$ cat config.mk
export PLATFORM = sky130hd
export DESIGN_NAME = id_ex_stage
export DESIGN_NICKNAME = d
export VERILOG_FILES = /design/src/rtl/id_ex_stage_pkg.sv /design/src/rtl/id_ex_stage_hazard_detect.sv /design/src/rtl/id_ex_stage.sv
export SDC_FILE = /design/constraint.sdc
export NUM_CORES = 1
export LEC_CHECK = 0
export ABC_AREA = 1
export CAP_MARGIN = 10
export CORE_MARGIN = 4
export CORE_UTILIZATION = 38
export CTS_CLUSTER_DIAMETER = 40
export DETAILED_ROUTE_END_ITERATION = 16
export PLACE_DENSITY = 0.76
export REMOVE_ABC_BUFFERS = 1
export SLEW_MARGIN = 10
export SYNTH_ARGS = -nofsm -noshare
export SYNTH_HDL_FRONTEND = slang
export SYNTH_HIERARCHICAL = 1
export SYNTH_SLANG_ARGS = --single-unit
$ cat constraint.sdc
create_clock -name clk -period 1.59 [get_ports clk]
set_input_delay 0.3975 -clock clk [delete_from_list [all_inputs] [get_ports clk]]
set_output_delay 0.3975 -clock clk [all_outputs]
set_load 0.02 [all_outputs]
$ cat src/rtl/id_ex_stage_pkg.sv
// Shared definitions for the ID/EX and EX/MEM pipeline registers of the
// 16-bit, 4-register CPU: widths, ALU opcodes and the bubble encoding.
package id_ex_stage_pkg;

  localparam int WORD_SIZE  = 16;
  localparam int REG_ADDR_W = 2;
  localparam int ALU_OP_W   = 4;

  typedef enum logic [ALU_OP_W-1:0] {
    ALU_ADD = 4'd0,
    ALU_SUB = 4'd1,
    ALU_AND = 4'd2,
    ALU_ORR = 4'd3,
    ALU_NOT = 4'd4,
    ALU_TCP = 4'd5,
    ALU_SHL = 4'd6,
    ALU_SHR = 4'd7,
    ALU_LHI = 4'd8
  } alu_op_e;

  typedef struct packed {
    logic                alu_src;
    logic                reg_write;
    logic                mem_read;
    logic                mem_write;
    logic                mem_to_reg;
    logic                halt;
    logic [ALU_OP_W-1:0] alu_op;
  } ctrl_t;

  typedef struct packed {
    logic                  valid;
    logic [REG_ADDR_W-1:0] rs;
    logic [REG_ADDR_W-1:0] rt;
    logic [REG_ADDR_W-1:0] dest;
    logic [WORD_SIZE-1:0]  rdata1;
    logic [WORD_SIZE-1:0]  rdata2;
    logic [WORD_SIZE-1:0]  imm;
    ctrl_t                 ctrl;
  } id_ex_t;

  // A bubble is the all-zero encoding: no valid bit, no side effects.
  localparam ctrl_t  CTRL_BUBBLE  = '0;
  localparam id_ex_t ID_EX_BUBBLE = '0;

endpackage

$ cat src/rtl/id_ex_stage_hazard_detect.sv
// Load-use hazard detector: the instruction in ID reads a register that the
// load currently in EX has not yet fetched from memory.
module hazard_detect
  import id_ex_stage_pkg::*;
(
  input  logic                  id_valid,
  input  logic [REG_ADDR_W-1:0] id_rs,
  input  logic [REG_ADDR_W-1:0] id_rt,
  input  logic                  id_uses_rs,
  input  logic                  id_uses_rt,
  input  logic                  ex_valid,
  input  logic                  ex_mem_read,
  input  logic [REG_ADDR_W-1:0] ex_dest,
  output logic                  load_use
);

  logic rs_match;
  logic rt_match;

  assign rs_match = id_uses_rs && (id_rs == ex_dest);
  assign rt_match = id_uses_rt && (id_rt == ex_dest);
  assign load_use = ex_valid && ex_mem_read && id_valid && (rs_match || rt_match);

endmodule

$ cat src/rtl/id_ex_stage.sv
// ID/EX pipeline register with load-use stall, flush bubbles, WB-to-ID
// register bypass and saturating per-cause bubble counters.
module id_ex_stage
  import id_ex_stage_pkg::*;
#(
  parameter int CNT_W = 16
) (
  input  logic                  clk,
  input  logic                  reset,
  input  logic                  id_valid,
  input  logic [REG_ADDR_W-1:0] id_rs,
  input  logic [REG_ADDR_W-1:0] id_rt,
  input  logic [REG_ADDR_W-1:0] id_dest,
  input  logic                  id_uses_rs,
  input  logic                  id_uses_rt,
  input  logic [WORD_SIZE-1:0]  id_rdata1,
  input  logic [WORD_SIZE-1:0]  id_rdata2,
  input  logic [WORD_SIZE-1:0]  id_imm,
  input  logic [ALU_OP_W-1:0]   id_alu_op,
  input  logic                  id_alu_src,
  input  logic                  id_reg_write,
  input  logic                  id_mem_read,
  input  logic                  id_mem_write,
  input  logic                  id_mem_to_reg,
  input  logic                  id_halt,
  input  logic                  flush,
  input  logic                  wb_reg_write,
  input  logic [REG_ADDR_W-1:0] wb_dest,
  input  logic [WORD_SIZE-1:0]  wb_data,
  output logic                  stall,
  output logic                  ex_valid,
  output logic [REG_ADDR_W-1:0] ex_rs,
  output logic [REG_ADDR_W-1:0] ex_rt,
  output logic [REG_ADDR_W-1:0] ex_dest,
  output logic [WORD_SIZE-1:0]  ex_rdata1,
  output logic [WORD_SIZE-1:0]  ex_rdata2,
  output logic [WORD_SIZE-1:0]  ex_imm,
  output logic [ALU_OP_W-1:0]   ex_alu_op,
  output logic                  ex_alu_src,
  output logic                  ex_reg_write,
  output logic                  ex_mem_read,
  output logic                  ex_mem_write,
  output logic                  ex_mem_to_reg,
  output logic                  ex_halt,
  output logic [CNT_W-1:0]      stall_count,
  output logic [CNT_W-1:0]      flush_count
);

  localparam logic [CNT_W-1:0] CNT_ONE = {{(CNT_W-1){1'b0}}, 1'b1};

  id_ex_t ex_q;
  id_ex_t id_next;
  logic   load_use;
  logic   bubble;

  hazard_detect u_hazard_detect (
    .id_valid    (id_valid),
    .id_rs       (id_rs),
    .id_rt       (id_rt),
    .id_uses_rs  (id_uses_rs),
    .id_uses_rt  (id_uses_rt),
    .ex_valid    (ex_q.valid),
    .ex_mem_read (ex_q.ctrl.mem_read),
    .ex_dest     (ex_q.dest),
    .load_use    (load_use)
  );

  // A flushed ID instruction is wrong-path, so holding it would be pointless.
  assign stall  = load_use && !flush && !reset;
  assign bubble = flush || load_use || !id_valid;

  // The register file is written late in the cycle, so a same-cycle WB write
  // must be bypassed into the operand latched here.
  always_comb begin
    // NOTE: default every field first so no path leaves a value held (latch).
    id_next                 = ID_EX_BUBBLE;
    id_next.valid           = id_valid;
    id_next.rs              = id_rs;
    id_next.rt              = id_rt;
    id_next.dest            = id_dest;
    id_next.imm             = id_imm;
    id_next.rdata1          = (wb_reg_write && (wb_dest == id_rs)) ? wb_data : id_rdata1;
    id_next.rdata2          = (wb_reg_write && (wb_dest == id_rt)) ? wb_data : id_rdata2;
    id_next.ctrl.alu_src    = id_alu_src;
    id_next.ctrl.reg_write  = id_reg_write;
    id_next.ctrl.mem_read   = id_mem_read;
    id_next.ctrl.mem_write  = id_mem_write;
    id_next.ctrl.mem_to_reg = id_mem_to_reg;
    id_next.ctrl.halt       = id_halt;
    id_next.ctrl.alu_op     = id_alu_op;
  end

  always_ff @(posedge clk) begin
    // NOTE: non-blocking so every register samples pre-edge values.
    if (reset || bubble) begin
      ex_q <= ID_EX_BUBBLE;
    end else begin
      ex_q <= id_next;
    end
  end

  // Counters saturate so a long debug run never reports a misleading small value.
  always_ff @(posedge clk) begin
    if (reset) begin
      stall_count <= '0;
      flush_count <= '0;
    end else if (flush) begin
      if (flush_count != '1) flush_count <= flush_count + CNT_ONE;
    end else if (load_use) begin
      if (stall_count != '1) stall_count <= stall_count + CNT_ONE;
    end
  end

  assign ex_valid      = ex_q.valid;
  assign ex_rs         = ex_q.rs;
  assign ex_rt         = ex_q.rt;
  assign ex_dest       = ex_q.dest;
  assign ex_rdata1     = ex_q.rdata1;
  assign ex_rdata2     = ex_q.rdata2;
  assign ex_imm        = ex_q.imm;
  assign ex_alu_op     = ex_q.ctrl.alu_op;
  assign ex_alu_src    = ex_q.ctrl.alu_src;
  assign ex_reg_write  = ex_q.ctrl.reg_write;
  assign ex_mem_read   = ex_q.ctrl.mem_read;
  assign ex_mem_write  = ex_q.ctrl.mem_write;
  assign ex_mem_to_reg = ex_q.ctrl.mem_to_reg;
  assign ex_halt       = ex_q.ctrl.halt;

endmodule

==> results by group <==
Placed design
  – Pre-CTS worst setup slack: -979 ps
  – Dpl hpwl: around 10000 µm
  – Port bufs: 186
  – Final weighted congestion of routability-driven global placement: around 0.9

Worst hold path
  – Worst min-delay path class: in -> reg
  – Instance count along the most critical hold path: 4

Yosys
  – Post-Syn Instances: just under 600
  – Top_reg_cell synth: dfxtp_1
  – Xor/xnor cell area share of the yosys netlist: 0.628%
  – Syn Area/Cell: about 7.2 µm²
  – Sequential share of the synthesized area: a little under half
  – Post-synthesis cell area: approximately 0.0042 mm²
  – Largest family of logic cells by synthesized area: simple AND/OR/NAND/NOR gates
  – Yosys cell types: 32
  – Synthesized-area fraction occupied by ao, oa, aoi and oai cells: under 10%
  – Count of flip-flops with a built-in enable after synthesis: 0
  – Proportion of synthesized flip-flops having asynchronous set or reset: 0%
  – Count of yosys warnings during synthesis: 6
  – Yosys reg bits: 97
  – Multiplexer area fraction after synthesis: 0%
  – Synthesized-area fraction occupied by and/or/nand/nor cells: about a third
  – Adder-cell area share of the yosys netlist: less than 1%

Timing
  – Max Clock Skew: approximately 3.5 ps
  – Tightest slew margin relative to the limit: around four fifths
  – Max Clk Rate: around 520 MHz
  – Slew at the pin with the worst max-slew slack: between 300 and 400 ps
  – Final worst setup slack: -329 ps
  – Final number of hold-violating endpoints: 0
  – Fin crit share: 121%
  – Count of pins over their slew limit: 0
  – RSZ-0062 raised after global routing: yes
  – Shortest clock period the worst path allows after layout: between 1500 and 2000 ps
  – Setup-failing EPs final: 22

Critical path
  – Worst endpoint required time: approximately 1200 ps
  – Buffers plus inverters on the worst setup path: 2
  – Critical path startpoint category: register
  – CP max-delay cell: dfxtp_2
  – Type of destination of the critical path: output pin
  – Number of cells traversed by the worst register-to-register path: 14
  – Maximum single-stage delay on the critical path: approximately 340 ps
  – Endpoint arrival time on the critical path: roughly 1500 ps
  – Logic depth of the worst path, buffers included: 8
  – Most common cell on crit path: nand2_1
  – Crit Path Max Fanout: 2
  – Crit Path Category: reg -> out
  – Family of cells with the greatest summed delay on the critical path: simple AND/OR/NAND/NOR gates
  – Crit-path cells: buf_4 > nand2_1 > nand2_1 > nand3_2 > a21oi_2 > nand2_2 > nor2_2 > buf_6

Pwr
  – Net Switching: between 1 and 1.5 mW
  – Sequential share of power: roughly half
  – Power share of the combinational group: a little over an eighth
  – Worst supply voltage drop on vdd: ~650 µV
  – Switching Fraction: ~25%
  – Leakage dissipation: about 3.3 nW
  – Power per standard cell area: roughly 740 mW/mm²
  – Design Power: roughly 5.0 mW
  – Clock Power Share: 36.2%
  – Internal power component: 3.73 mW

Drt
  – Residual antenna-violating net count after detailed routing: 0
  – DRC marker count from the first detailed-route iteration: between 150 and 200
  – Total via count after detailed routing: about 4400
  – Remaining routing DRC violations: 0
  – Routed WL per cell: between 10 and 15 µm
  – Overall routed net length: around 13000 µm
  – Routed via count divided by cell count: between 4 and 5
  – Initial DRT Pass Iterations: 4

Layout
  – Area of combinational cells with multiple inputs: 0.00200 mm²
  – Nets: approximately 900
  – Area growth from synthesis to layout: 60.9%
  – Filler cell count: 979
  – Register cell area after layout: just under 0.002 mm²
  – Total inserted antenna cells: 0
  – Final core occ: between 60% and 70%
  – Fraction of layout instances using a drive strength above 1: 18.4%

GRT
  – GRT met3 Usage: about 6.8%
  – GR peak layer: met2
  – Global Route met2 Usage: a little over a third
  – GR met1 Demand/Resource: between 20% and 30%
  – Wire length of the first global-routing pass: a little over 20000 µm
  – Global Route Usage Sum: roughly 20%
  – Number of antenna violations at the first check in global routing: 0
  – Vias in the first global route: ~4400
  – Largest net degree at the start of global routing: 34
  – Total congestion overflow after global routing: 0

Floorplan
  – Die width: 113 µm
  – Core Footprint: about 0.011 mm²
  – IO Pins: ~190
  – Overall die height: about 110 µm
  – Floorplan die area: about 0.013 mm²
  – Standard-cell rows: 38
  – Initial Utilization: ~39%

Clock network
  – CTS Buffer Depth: 2
  – Clock net sink count: 97
  – Skew-Pair Late Insertion Delay: around 370 ps
  – Clk Tree Root Cell: clkbuf_8
  – TritonCTS clock tree: done
  – Clock Pin Slew Worst Setup and Hold Paths: 90 ps
  – Inserted Clock Buffers: 9
  – H-tree levels: 3

Run
  – Number of maximum-capacitance violations: 0

Run status
  – Result of the run: complete, but fails checks
  – Violations in the final reports: setup timing
==> power by group through the flow <==
stage / sequential [mW] / clock (mW) / combinational, mW
after floorplan: 2.63 / 0 / 0.154
after detailed placement: 2.56 / 0 / 0.681
after global routing: 2.51 / 1.95 / 0.719
after CTS: 2.50 / 1.85 / 0.645
after global placement: 2.56 / 0 / 0.670
final: 2.50 / 1.80 / 0.661
==> worst min-delay path, cell delays in order <==
cell and delay (ps):
dlygate4sd2_1 230, buf_4 130, inv_1 30, nor2_1 80
==> final cells by class <==
type / instances / area share [%]
Sequential cell: 97 / 28.9
Tap cell: 140 / 2.60
Clock inverter: 6 / 1.36
Timing Repair Buffer: 223 / 30.6
Timing Repair inverter: 3 / 0.427
Clock buffer: 10 / 1.89
Multi-Input combinational cell: 397 / 29.7
Inverter: 75 / 4.51
==> layer usage <==
metal / up-vias / routed length, µm
li1: 2266 / -
met1: 2015 / 5040
met2: 128 / 6660
met3: 24 / 958
met4: 0 / 339
met5: - / 0
==> metrics by stage <==
stage	cells	hold slack, ps	setup TNS [ps]	instance area, µm²
after floorplan	569	460	-8860	4090
after global placement	930	511	-42260	6430
after detailed placement	930	536	-46790	6430
after CTS	946	513	-1510	6570
after global routing	951	523	-8280	6740
final	951	537	-2160	6740
==> cell usage in the layout, fill, tap and decap left out, types with 12 or more instances in the layout <==
cell type / instances
nor2_2: 13
o21ai_0: 36
nand3_1: 21
buf_4: 31
a21oi_1: 19
dlygate4sd2_1: 78
nor2_1: 159
nand4_1: 12
dfxtp_1: 91
nand2_1: 79
clkdlybuf4s50_1: 82
inv_1: 63
==> cell usage after synthesis (2+ instances only) <==
cell	n	share of area, %
nor2_4	6	1.6
buf_4	2	0.36
nand2_1	82	7.4
nor2_2	4	0.60
nand3_1	27	3.2
dfxtp_1	97	46
nor2_1	171	15
inv_2	9	0.81
buf_6	3	0.81
ha_1	2	0.60
nor3_1	4	0.48
a21oi_2	3	0.63
a21oi_1	19	2.3
o21ai_0	40	4.8
buf_2	8	0.96
clkbuf_1	2	0.18
inv_1	65	5.8
nand3_2	4	0.96
nand4_1	12	1.8
nand2_2	8	1.2
nand2_4	3	0.81
o21ai_1	2	0.24
xnor2_1	2	0.42
==> what timing repair did <==
| action | CTS | global route |
|---|---|---|
| hold buffers | 0 | 0 |
| endpoints found under the setup margin | 174 | 99 |
| cloned | 0 | 3 |
| resized for setup | 132 | 75 |
| pin swaps | 5 | 18 |
| setup buffers | 0 | 2 |
==> kinds of logic (layout without fill, tap and decap cells) <==
group                      after synthesis  after routing
DFF                                     97             97
xor gates and xnor gates                 3              3
and+or+nand+nor                        327            327
AOI/OAI and AO/OA                       65             65
buffers and inverters                   90            317
adders and majority gates                2              2
==> final timing paths <==
kind,from,to,slack (ps)
worst max-delay path,ex_dest[0]$_SDFF_PP0_,stall,-330
worst min-delay path,id_rs[1],ex_rs[1]$_SDFF_PP0_,540
worst max register to register,ex_dest[0]$_SDFF_PP0_,stall_count[15]$_SDFFE_PP0P_,-210
worst min register to register,flush_count[4]$_SDFFE_PP0P_,flush_count[4]$_SDFFE_PP0P_,540
No activity file was read; power rests on OpenSTA's default activity.
